File: config.mk
export PLATFORM = sky130hd
export DESIGN_NAME = inst_fetch_unit_flat
export DESIGN_NICKNAME = d
export VERILOG_FILES = /design/src/rtl/inst_fetch_unit_if.sv /design/src/rtl/inst_fetch_unit.sv /design/src/flat_wrapper.sv
export SDC_FILE = /design/constraint.sdc
export NUM_CORES = 1
export LEC_CHECK = 0
export ABC_AREA = 1
export BUFFER_PORTS_ARGS = -buffer_cell sky130_fd_sc_hd__buf_2
export CAP_MARGIN = 30
export CORE_ASPECT_RATIO = 1.5
export CORE_MARGIN = 2
export CORE_UTILIZATION = 45
export DETAILED_ROUTE_END_ITERATION = 7
export PLACE_DENSITY_LB_ADDON = 0.3
export SKIP_LAST_GASP = 1
export SYNTH_ARGS = -nofsm -noshare
export SYNTH_HDL_FRONTEND = slang
export SYNTH_SLANG_ARGS = --single-unit
File: constraint.sdc
create_clock -name clk -period 2.85 [get_ports clk]
set_clock_uncertainty 0.1 [all_clocks]
set_input_delay 0.1425 -clock clk [delete_from_list [all_inputs] [get_ports clk]]
set_output_delay 0.1425 -clock clk [all_outputs]
set_load 0.1 [all_outputs]
File: src/rtl/inst_fetch_unit_if.sv
`default_nettype none
// ============================================================================
//  Module   : inst_fetch_unit_if
//  Purpose  : Bundles the fetch unit's three connections: the InstructionCache
//             port-A read path, the EX redirect request and the decode
//             valid/ready handshake.
//  Modports : master - fetch unit side (drives cache address and decode data)
//             slave  - environment side (cache, EX stage and decode)
//  Signals  : icache_addr[29:0]  word address [31:2] to cache addra
//             icache_rdata[31:0] cache douta, data for last cycle's address
//             redirect_valid     EX redirect request
//             redirect_pc[31:0]  redirect target (bits [1:0] ignored)
//             id_ready           decode accepts this cycle
//             id_valid           instruction/PC valid to decode
//             id_inst[31:0]      instruction to decode
//             id_pc[31:0]        byte PC of id_inst
//  Revision : 1.0 - initial release
// ============================================================================
interface inst_fetch_unit_if;
  logic [29:0] icache_addr;
  logic [31:0] icache_rdata;
  logic        redirect_valid;
  logic [31:0] redirect_pc;
  logic        id_ready;
  logic        id_valid;
  logic [31:0] id_inst;
  logic [31:0] id_pc;

  modport master (
    output icache_addr,
    output id_valid,
    output id_inst,
    output id_pc,
    input  icache_rdata,
    input  redirect_valid,
    input  redirect_pc,
    input  id_ready
  );

  modport slave (
    input  icache_addr,
    input  id_valid,
    input  id_inst,
    input  id_pc,
    output icache_rdata,
    output redirect_valid,
    output redirect_pc,
    output id_ready
  );
endinterface
`default_nettype wire

File: src/rtl/inst_fetch_unit.sv
`default_nettype none
// ============================================================================
//  Module   : inst_fetch_unit
//  Purpose  : PC generator and fetch stage in front of the InstructionCache
//             BRAM. Presents a word address each cycle, consumes the read
//             data one cycle later and hands {instruction, PC} to decode with
//             a valid/ready handshake. A one-entry hold buffer absorbs the
//             BRAM latency under decode back-pressure; EX redirects override
//             everything and discard wrong-path data.
//  Ports    : clk    - clock, rising edge
//             rst_n  - asynchronous active-low reset
//             bus    - inst_fetch_unit_if.master (cache, redirect, decode)
//  Params   : RESET_PC - fetch address after reset, bits [1:0] must be 0
//  Macros   : FETCH_REDIRECT_BYPASS_EN - when defined the redirect target is
//             steered straight onto icache_addr in the redirect cycle, cutting
//             the redirect penalty from 2 cycles to 1 at the cost of a
//             combinational redirect_pc -> icache_addr path.
//  Revision : 1.0 - initial release
// ============================================================================
module inst_fetch_unit #(
  parameter logic [31:0] RESET_PC = 32'h0000_0000
) (
  input  wire               clk,
  input  wire               rst_n,
  inst_fetch_unit_if.master bus
);

  localparam logic [31:0] c_pc_step = 32'd4;

  // Address presented to the cache this cycle.
  logic [31:0] r_fetch_pc;
  // Address presented last cycle; its data is on icache_rdata now.
  logic        r_rsp_valid;
  logic [31:0] r_rsp_pc;
  // One-entry buffer capturing the response decode could not take.
  logic        r_hold_valid;
  logic [31:0] r_hold_inst;
  logic [31:0] r_hold_pc;

  logic [31:0] w_redirect_target;
  logic        w_stall;
  logic        w_advance;
  logic        w_unused_ok;

  assign w_redirect_target = {bus.redirect_pc[31:2], 2'b00};
  assign w_unused_ok       = &{1'b0, bus.redirect_pc[1:0]};

  assign w_stall   = (r_hold_valid | r_rsp_valid) & ~bus.id_ready;
  assign w_advance = ~w_stall;

`ifdef FETCH_REDIRECT_BYPASS_EN
  assign bus.icache_addr = bus.redirect_valid ? bus.redirect_pc[31:2]
                                              : r_fetch_pc[31:2];
`else
  assign bus.icache_addr = r_fetch_pc[31:2];
`endif

  // The held entry is always older than the live BRAM response, so it wins.
  assign bus.id_valid = (r_hold_valid | r_rsp_valid) & ~bus.redirect_valid;
  assign bus.id_inst  = r_hold_valid ? r_hold_inst : bus.icache_rdata;
  assign bus.id_pc    = r_hold_valid ? r_hold_pc   : r_rsp_pc;

  always_ff @(posedge clk or negedge rst_n) begin
    if (!rst_n) begin
      r_fetch_pc   <= RESET_PC;
      r_rsp_valid  <= 1'b0;
      r_rsp_pc     <= 32'h0;
      r_hold_valid <= 1'b0;
      r_hold_inst  <= 32'h0;
      r_hold_pc    <= 32'h0;
    end else if (bus.redirect_valid) begin
      r_hold_valid <= 1'b0;
`ifdef FETCH_REDIRECT_BYPASS_EN
      // The target was already presented to the cache this cycle.
      r_fetch_pc  <= w_redirect_target + c_pc_step;
      r_rsp_valid <= 1'b1;
      r_rsp_pc    <= w_redirect_target;
`else
      r_fetch_pc  <= w_redirect_target;
      r_rsp_valid <= 1'b0;
`endif
    end else begin
      r_rsp_valid <= 1'b1;
      r_rsp_pc    <= r_fetch_pc;
      if (w_advance) begin
        r_fetch_pc <= r_fetch_pc + c_pc_step;
      end
      // On the first stalled cycle the live response is parked; fetch_pc is
      // held so the BRAM re-reads the next address and rsp_pc tracks it, so
      // the slot after the held entry is already correct when it drains.
      if (w_stall && !r_hold_valid) begin
        r_hold_valid <= 1'b1;
        r_hold_inst  <= bus.icache_rdata;
        r_hold_pc    <= r_rsp_pc;
      end else if (r_hold_valid && bus.id_ready) begin
        r_hold_valid <= 1'b0;
      end
    end
  end

endmodule
`default_nettype wire
File: src/flat_wrapper.sv
// flat-port wrapper written by rule: the top's interface ports become plain ports
module inst_fetch_unit_flat 
#(
  parameter logic [31:0] RESET_PC = 32'h0000_0000
)
  (clk, rst_n, bus_icache_addr, bus_id_valid, bus_id_inst, bus_id_pc, bus_icache_rdata, bus_redirect_valid, bus_redirect_pc, bus_id_ready);
  inst_fetch_unit_if bus_i ();
  input  wire clk;
  input  wire rst_n;
  output wire logic [$bits(bus_i.icache_addr)-1:0] bus_icache_addr;
  output wire logic [$bits(bus_i.id_valid)-1:0] bus_id_valid;
  output wire logic [$bits(bus_i.id_inst)-1:0] bus_id_inst;
  output wire logic [$bits(bus_i.id_pc)-1:0] bus_id_pc;
  input wire logic [$bits(bus_i.icache_rdata)-1:0] bus_icache_rdata;
  input wire logic [$bits(bus_i.redirect_valid)-1:0] bus_redirect_valid;
  input wire logic [$bits(bus_i.redirect_pc)-1:0] bus_redirect_pc;
  input wire logic [$bits(bus_i.id_ready)-1:0] bus_id_ready;
  assign bus_icache_addr = bus_i.icache_addr;
  assign bus_id_valid = bus_i.id_valid;
  assign bus_id_inst = bus_i.id_inst;
  assign bus_id_pc = bus_i.id_pc;
  assign bus_i.icache_rdata = bus_icache_rdata;
  assign bus_i.redirect_valid = bus_redirect_valid;
  assign bus_i.redirect_pc = bus_redirect_pc;
  assign bus_i.id_ready = bus_id_ready;
  inst_fetch_unit #(.RESET_PC(RESET_PC)) u_core (.clk(clk), .rst_n(rst_n), .bus(bus_i));
endmodule
==> results of run 1 <==
-- sequential cells by signal, indices dropped and copies added (netlist names) --
register	flops
u_core.r_hold_valid	1
u_core.r_fetch_pc	30
u_core.r_hold_inst	32
u_core.r_rsp_valid	1
u_core.r_hold_pc	30
u_core.r_rsp_pc	30
-- how the worst min path moves through the flow --
stage	endpoint	slack (ps)	depth (start not counted)
floorplan	u_core.r_fetch_pc[10]	-250	0
global placement	u_core.r_rsp_pc[9]	150	1
detailed placement	u_core.r_fetch_pc[9]	160	1
CTS	u_core.r_fetch_pc[31]	30	7
global route	u_core.r_fetch_pc[31]	60	7
finish	u_core.r_fetch_pc[31]	50	7
-- per-stage QoR --
stage	cells	cell area, µm²	hold WS [ps]
after floorplan	863	6270	-253
after global placement	1144	7140	151
final	1238	8430	46.6
after CTS	1238	8430	33.3
after global routing	1238	8430	60.2
after detailed placement	1144	7140	156
-- final cells by class --
type                    count  share of cell area [%]
clock inverters            10                    2.20
clock buffers              22                    5.75
flip-flops and latches    124                    36.9
well taps                 162                    2.41
repair buffers            229                    18.1
multi-input cells         586                    30.1
inverters                 105                    4.68
-- worst min-delay path: stages --
cell     delay [ps]
buf_2            80
nand2_1          60
nand2_1          60
nand2_1          50
nand2_1          50
nand2_1          40
nand2_1          50
-- Yosys cell counts, drive strengths merged --
cell type,count
a21oi,38
nand3,22
o21ai,168
or2,1
nor2,80
clkbuf,28
nand2,268
conb,1
a32oi,1
nand4,2
nor3,2
inv,105
dfrtp,124
a31oi,1
buf,20
ha,1
-- layer usage --
metal / vias to the layer above / wire length [µm] / track usage (%)
met5: - / 0 / 0
met3: 28 / 751 / 4.14
met2: 185 / 7870 / 37.4
li1: 3107 / - / -
met4: 0 / 373 / 8.22
met1: 2762 / 7050 / 29.0
-- logic make-up after synthesis --
group,Yosys count
buf+inv,153
fa+ha+maj,1
compound gates,208
flops,124
other cells,1
simple gates,375
-- placed cells by master (no fill, tap or decap), types with 2 or more instances in the layout --
master	Yosys	routed
clkbuf_8	0	4
o21ai_2	2	2
a21oi_1	38	38
clkinv_2	0	2
nand2_1	268	268
buf_2	3	156
dfrtp_1	124	123
bufinv_16	0	5
inv_1	104	104
nand4_1	2	2
clkinv_4	0	2
conb_1	1	2
nand3_1	22	22
o21ai_1	58	74
buf_12	0	3
o21ai_0	108	92
buf_4	3	8
dlygate4sd3_1	0	62
clkbuf_16	0	17
nor2_1	80	80
-- where the power goes --
group	internal, mW	switching (mW)
sequential	2.08	0.211
clock	1.65	0.767
combinational	0.450	1.89
total	4.17	2.87
==> metrics.md, run 1 <==
| Metric | Value |
|---|---|
| Outcome | finished clean |
| CTS Hold Buffers Added | 62 |
| Unrepaired setup endpoints after global routing | no |
| CP bufs+invs | 2 |
| Initial antenna violation count | 0 |
| CP Depth | 3 |
| Slew HR | 51.5% |
| CP peak stage delay | 500 ps |
| Worst-margin pin slew | 727 ps |
| R2R setup slack | 650 ps |
| Die Y | 149 µm |
| HP Start | bus_redirect_pc[31] |
| Pre-CTS setup slack | 674 ps |
| Die width | 100 µm |
| Critical R2R Capture | u_core.r_hold_inst[1] |
| CTS resizes | 0 |
| CP Data Required Time | 2610 ps |
| DRT iter0 DRCs | 327 |
| Area leader, netlist | dfrtp_1 |
| Nets | 1132 |
| Inserted Diodes | 0 |
| Avg Cell Area, Syn | 7.27 µm² |
| CP Class | reg -> out |
| Final Worst Setup Slack | 603 ps |
| Critical path, cell by cell | buf_12 -> o21ai_0 -> buf_2 |
| Grt total ovfl | 0 |
| Sequential fraction of the synthesis area | 49.5% |
| Die footprint | 14900 µm² |
| Startpoint class of the critical path | register |
| Global-route wire length before repair | 26.6 mm |
| Post-synthesis xor/xnor area fraction | 0% |
| Post-synthesis mux area share | 0% |
| Post-Route WL | 16.0 mm |
| Clock Root Buffer | clkbuf_16 |
| GP Congestion | 0.849 |
| Top cell type's share of synthesized area | 49.5% |
| Power, Total | 7.04 mW |
| Number of max-cap violations | 0 |
| Maximum vdd drop | 421 µV |
| Detailed-route via count | 6082 |
| Final core utilization | 62.3% |
| Top Family by Delay on Critical Path | buffers and inverters |
| Detailed-route DRC error count | 0 |
| Core area | 13500 µm² |
| Leak | 4.29 nW |
| CTS HTree Levels | 4 |
| Final setup viols | 0 |
| GRT Total Usage | 22.4% |
| Clk Latency, worst-skew pair | 410 ps |
| Clk pin slew, worst setup/hold paths | 60 ps |
| Maximum fanout along the worst path | 125 |
| Reg area | 3110 µm² |
| Initial core utilization | 46.3% |
| P per Cell Area | 836 nW/µm² |
| Unique cell type count in the Yosys netlist | 23 |
| Multi-input logic area | 2530 µm² |
| CP endpoint | bus_id_pc[23] |
| Period minus WS final | 2250 ps |
| Routed vias/inst | 4.91 |
| Filler cell count | 1236 |
| CTS Buffer Depth | 2 |
| Post-DP HPWL | 10.6 mm |
| Adder-cell area share of the yosys netlist | 0.200% |
| Synth Instances | 862 |
| Worst Setup SP | u_core.r_hold_valid |
| Final hold violation count | 0 |
| Yosys warning count | 0 |
| Postcts setup bufs | 0 |
| Peak Freq | 445 MHz |
| CP arrival | 2000 ps |
| Setup TNS | 0 ps |
| Period Utilization, post-route | 78.8% |
| Mapped cell area | 6270 µm² |
| Dominant cells by area after synthesis | dfrtp_1 (49%), nand2_1 (16%), o21ai_0 (8.6%), inv_1 (6.2%), nor2_1 (4.8%) |
| Rows | 52 |
| Synth Area in Compound Gates | 16.8% |
| Vias in the first global route | 5660 |
| CTS sink count | 124 |
| Layout cells sized above 1 | 19.0% |
| FF-to-FF path depth | 7 |
| Mean routed wirelength per cell | 13.0 µm |
| Synth Register Bits | 124 |
| Antenna Nets Post-Route | 0 |
| # IOs | 163 |
| Largest net degree at the start of global routing | 126 |
| CTS Buf Count | 17 |
| CTS tree | built |
| Worst setup EP type | output port |
| CP max stage cell | buf_2 |
| Fin. max-slew vios | 0 |
| Port buffer count | 158 |
| Area Overhead vs Synth | 34.4% |
| Simple-gate area share of the yosys netlist | 23.2% |
| Largest family of logic cells by synthesized area | simple AND/OR/NAND/NOR gates |
| Pre-Repair DR Iteration Count | 4 |
| Min-Delay Path Class | in -> reg |
| Reg2Reg Launch Point | u_core.r_hold_valid |
No activity file was read; power rests on OpenSTA's default activity.
==> run 2, diff against run 1 <==
clock period = 1.9 ns   (was 2.85 ns; I/O delays follow)
==> metrics.md, run 2 (synthesized netlist as in run 1, its figures left out) <==
| Metric | Value |
|---|---|
| Outcome | complete, but fails checks |
| Failing checks | setup timing |
| Critical path, cell by cell | buf_16 -> o21ai_1 -> buf_12 |
| Post-Route WL | 17.6 mm (+10%) |
| Final setup viols | 5 (+5) |
| Slew HR | 66.4% (+15 points) |
| CTS Buffer Depth | 2 (unchanged) |
| CP bufs+invs | 2 (unchanged) |
| Nets | 1143 (+0.97%) |
| Die footprint | 14900 µm² (unchanged) |
| CTS HTree Levels | 4 (unchanged) |
| Filler cell count | 1020 (-17%) |
| Clock Root Buffer | clkbuf_16 |
| Clk Latency, worst-skew pair | 410 ps (about the same) |
| Worst-margin pin slew | 503 ps (-224 ps) |
| Grt total ovfl | 0 (unchanged) |
| Routed vias/inst | 5.07 (+3.3%) |
| Inserted Diodes | 0 (unchanged) |
| P per Cell Area | 1150 nW/µm² (+38%) |
| Rows | 52 (unchanged) |
| Area Overhead vs Synth | 52.3% |
| Largest register FFs | 32 (unchanged) |
| CP Data Required Time | 1700 ps (-910 ps) |
| Switch Pwr | 4.53 mW (+58%) |
| Unrepaired setup endpoints after global routing | yes |
| GP Congestion | 0.905 (+6.6%) |
| Peak Freq | 514 MHz |
| Clock share of power | 30.0% (-4.2 points) |
| Largest net degree at the start of global routing | 71 (-44%) |
| Startpoint class of the critical path | register |
| Mean routed wirelength per cell | 14.1 µm (+9.0%) |
| P_int | 6.48 mW (+55%) |
| Combinational share of power | 38.6% (+5.4 points) |
| Vias in the first global route | 6077 (+7.4%) |
| Fin. max-slew vios | 0 (unchanged) |
| Worst setup EP type | output port |
| GRT Total Usage | 24.3% (+1.9 points) |
| CTS sink count | 124 (unchanged) |
| Layout cells sized above 1 | 22.7% (+3.8 points) |
| Maximum fanout along the worst path | 62 (-50%) |
| Die width | 100 µm (unchanged) |
| Most flops, register | u_core.r_hold_inst |
| Power, Total | 11.0 mW (+56%) |
| CTS Buf Count | 17 (unchanged) |
| Top Family by Delay on Critical Path | flip-flops |
| Final Worst Setup Slack | -44.5 ps (-648 ps) |
| Number of max-cap violations | 0 (unchanged) |
| Postcts setup bufs | 0 (unchanged) |
| Leak | 4.64 nW (+8.1%) |
| CP arrival | 1750 ps (-250 ps) |
| Clk pin slew, worst setup/hold paths | 60 ps (about the same) |
| Sequential power share | 31.4% (-1.1 points) |
| Die Y | 149 µm (unchanged) |
| Period Utilization, post-route | 102% |
| CTS tree | built |
| Initial antenna violation count | 0 (unchanged) |
| Switching share of power | 41.2% (+0.43 points) |
| Pre-Repair DR Iteration Count | 5 (+1) |
| # IOs | 163 (unchanged) |
| CP Class | reg -> out |
| Min-Delay Path Class | in -> reg |
| Most frequent cells in the layout | nand2_1 (268), o21ai_1 (115), inv_1 (104) |
| Period minus WS final | 1940 ps |
| Initial core utilization | 46.3% (unchanged) |
| Detailed-route DRC error count | 0 (unchanged) |
| Commonest non-fill, non-tap cell in the layout | nand2_1 |
| Port buffer count | 158 (unchanged) |
| Antenna Nets Post-Route | 0 (unchanged) |
| Core area | 13500 µm² (unchanged) |
| Post-DP HPWL | 11.4 mm (+7.7%) |
| Setup TNS | -83.1 ps (-83.1 ps) |
| Global-route wire length before repair | 28.8 mm (+8.2%) |
| CP max stage cell | dfrtp_4 |
| Final hold violation count | 0 (unchanged) |
| CP peak stage delay | 530 ps (+30 ps) |
| Detailed-route via count | 6338 (+4.2%) |
| Maximum vdd drop | 670 µV (+59%) |
| DRT iter0 DRCs | 449 (+37%) |
==> run 2: cell type report <==
cell class	count	area, µm²	share of cell area [%]
repair buffers	240	2620	27.4
well taps	162	203	2.12
flip-flops and latches	124	3140	32.9
clock buffers	19	443	4.64
inverters	105	394	4.13
clock inverters	13	169	1.77
multi-input cells	586	2580	27.0
==> run 2: power groups by stage <==
stage          Combinational [mW]  Sequential (mW)  Clock (mW)
6_report                     4.25             3.46        3.30
5_1_grt                      4.47             3.52        3.48
3_5_place_dp                 4.10             3.48           0
3_3_place_gp                 4.06             3.46           0
2_1_floorplan                2.18             4.13           0
4_1_cts                      4.24             3.45        3.36
==> run 2: worst min-delay path, delay by kind of cell <==
family          cells  cell delay, ps
compound gates      1              60
buf+inv             1             230
simple gates        1             110
==> run 2: path summary, 6_finish.rpt <==
path,to,from,slack (ps),depth (start not counted)
hold / removal,u_core.r_rsp_pc[7],bus_redirect_valid,30,3
max in group asynchronous,u_core.r_fetch_pc[27],rst_n,960,3
hold reg to reg,u_core.r_rsp_pc[7],u_core.r_rsp_pc[7],380,2
setup reg to reg,u_core.r_fetch_pc[11],u_core.r_hold_valid,110,7
setup / recovery,bus_id_inst[31],u_core.r_hold_valid,-40,3
min in group asynchronous,u_core.r_fetch_pc[9],rst_n,90,2
==> run 2: what timing repair did <==
action                                 CTS  global route
resized for setup                        7             7
hold buffers                            64             0
endpoints found under the hold margin  171             0
setup endpoints to repair               62            68
cloned                                   1             0
==> run 2: stage by stage <==
step | setup slack [ps] | std cells | util [%] | hold slack (ps) | instance area, µm²
after global placement | 139 | 1152 | 60.7 | 0.714 | 8220
after CTS | -27.3 | 1249 | 70.4 | 17.5 | 9530
after floorplan | -351 | 863 | - | -301 | 6310
after global routing | -59.6 | 1249 | 70.6 | 35.3 | 9550
final | -44.5 | 1249 | 70.6 | 32.0 | 9550
after detailed placement | 72.2 | 1152 | 60.7 | -1.98 | 8220
==> run 2: metal layers <==
layer  GRT usage [%]  wire [µm]
met5               0          0
met4            10.8        499
met3            4.23        814
met2            41.1       9090
met1            30.4       7240
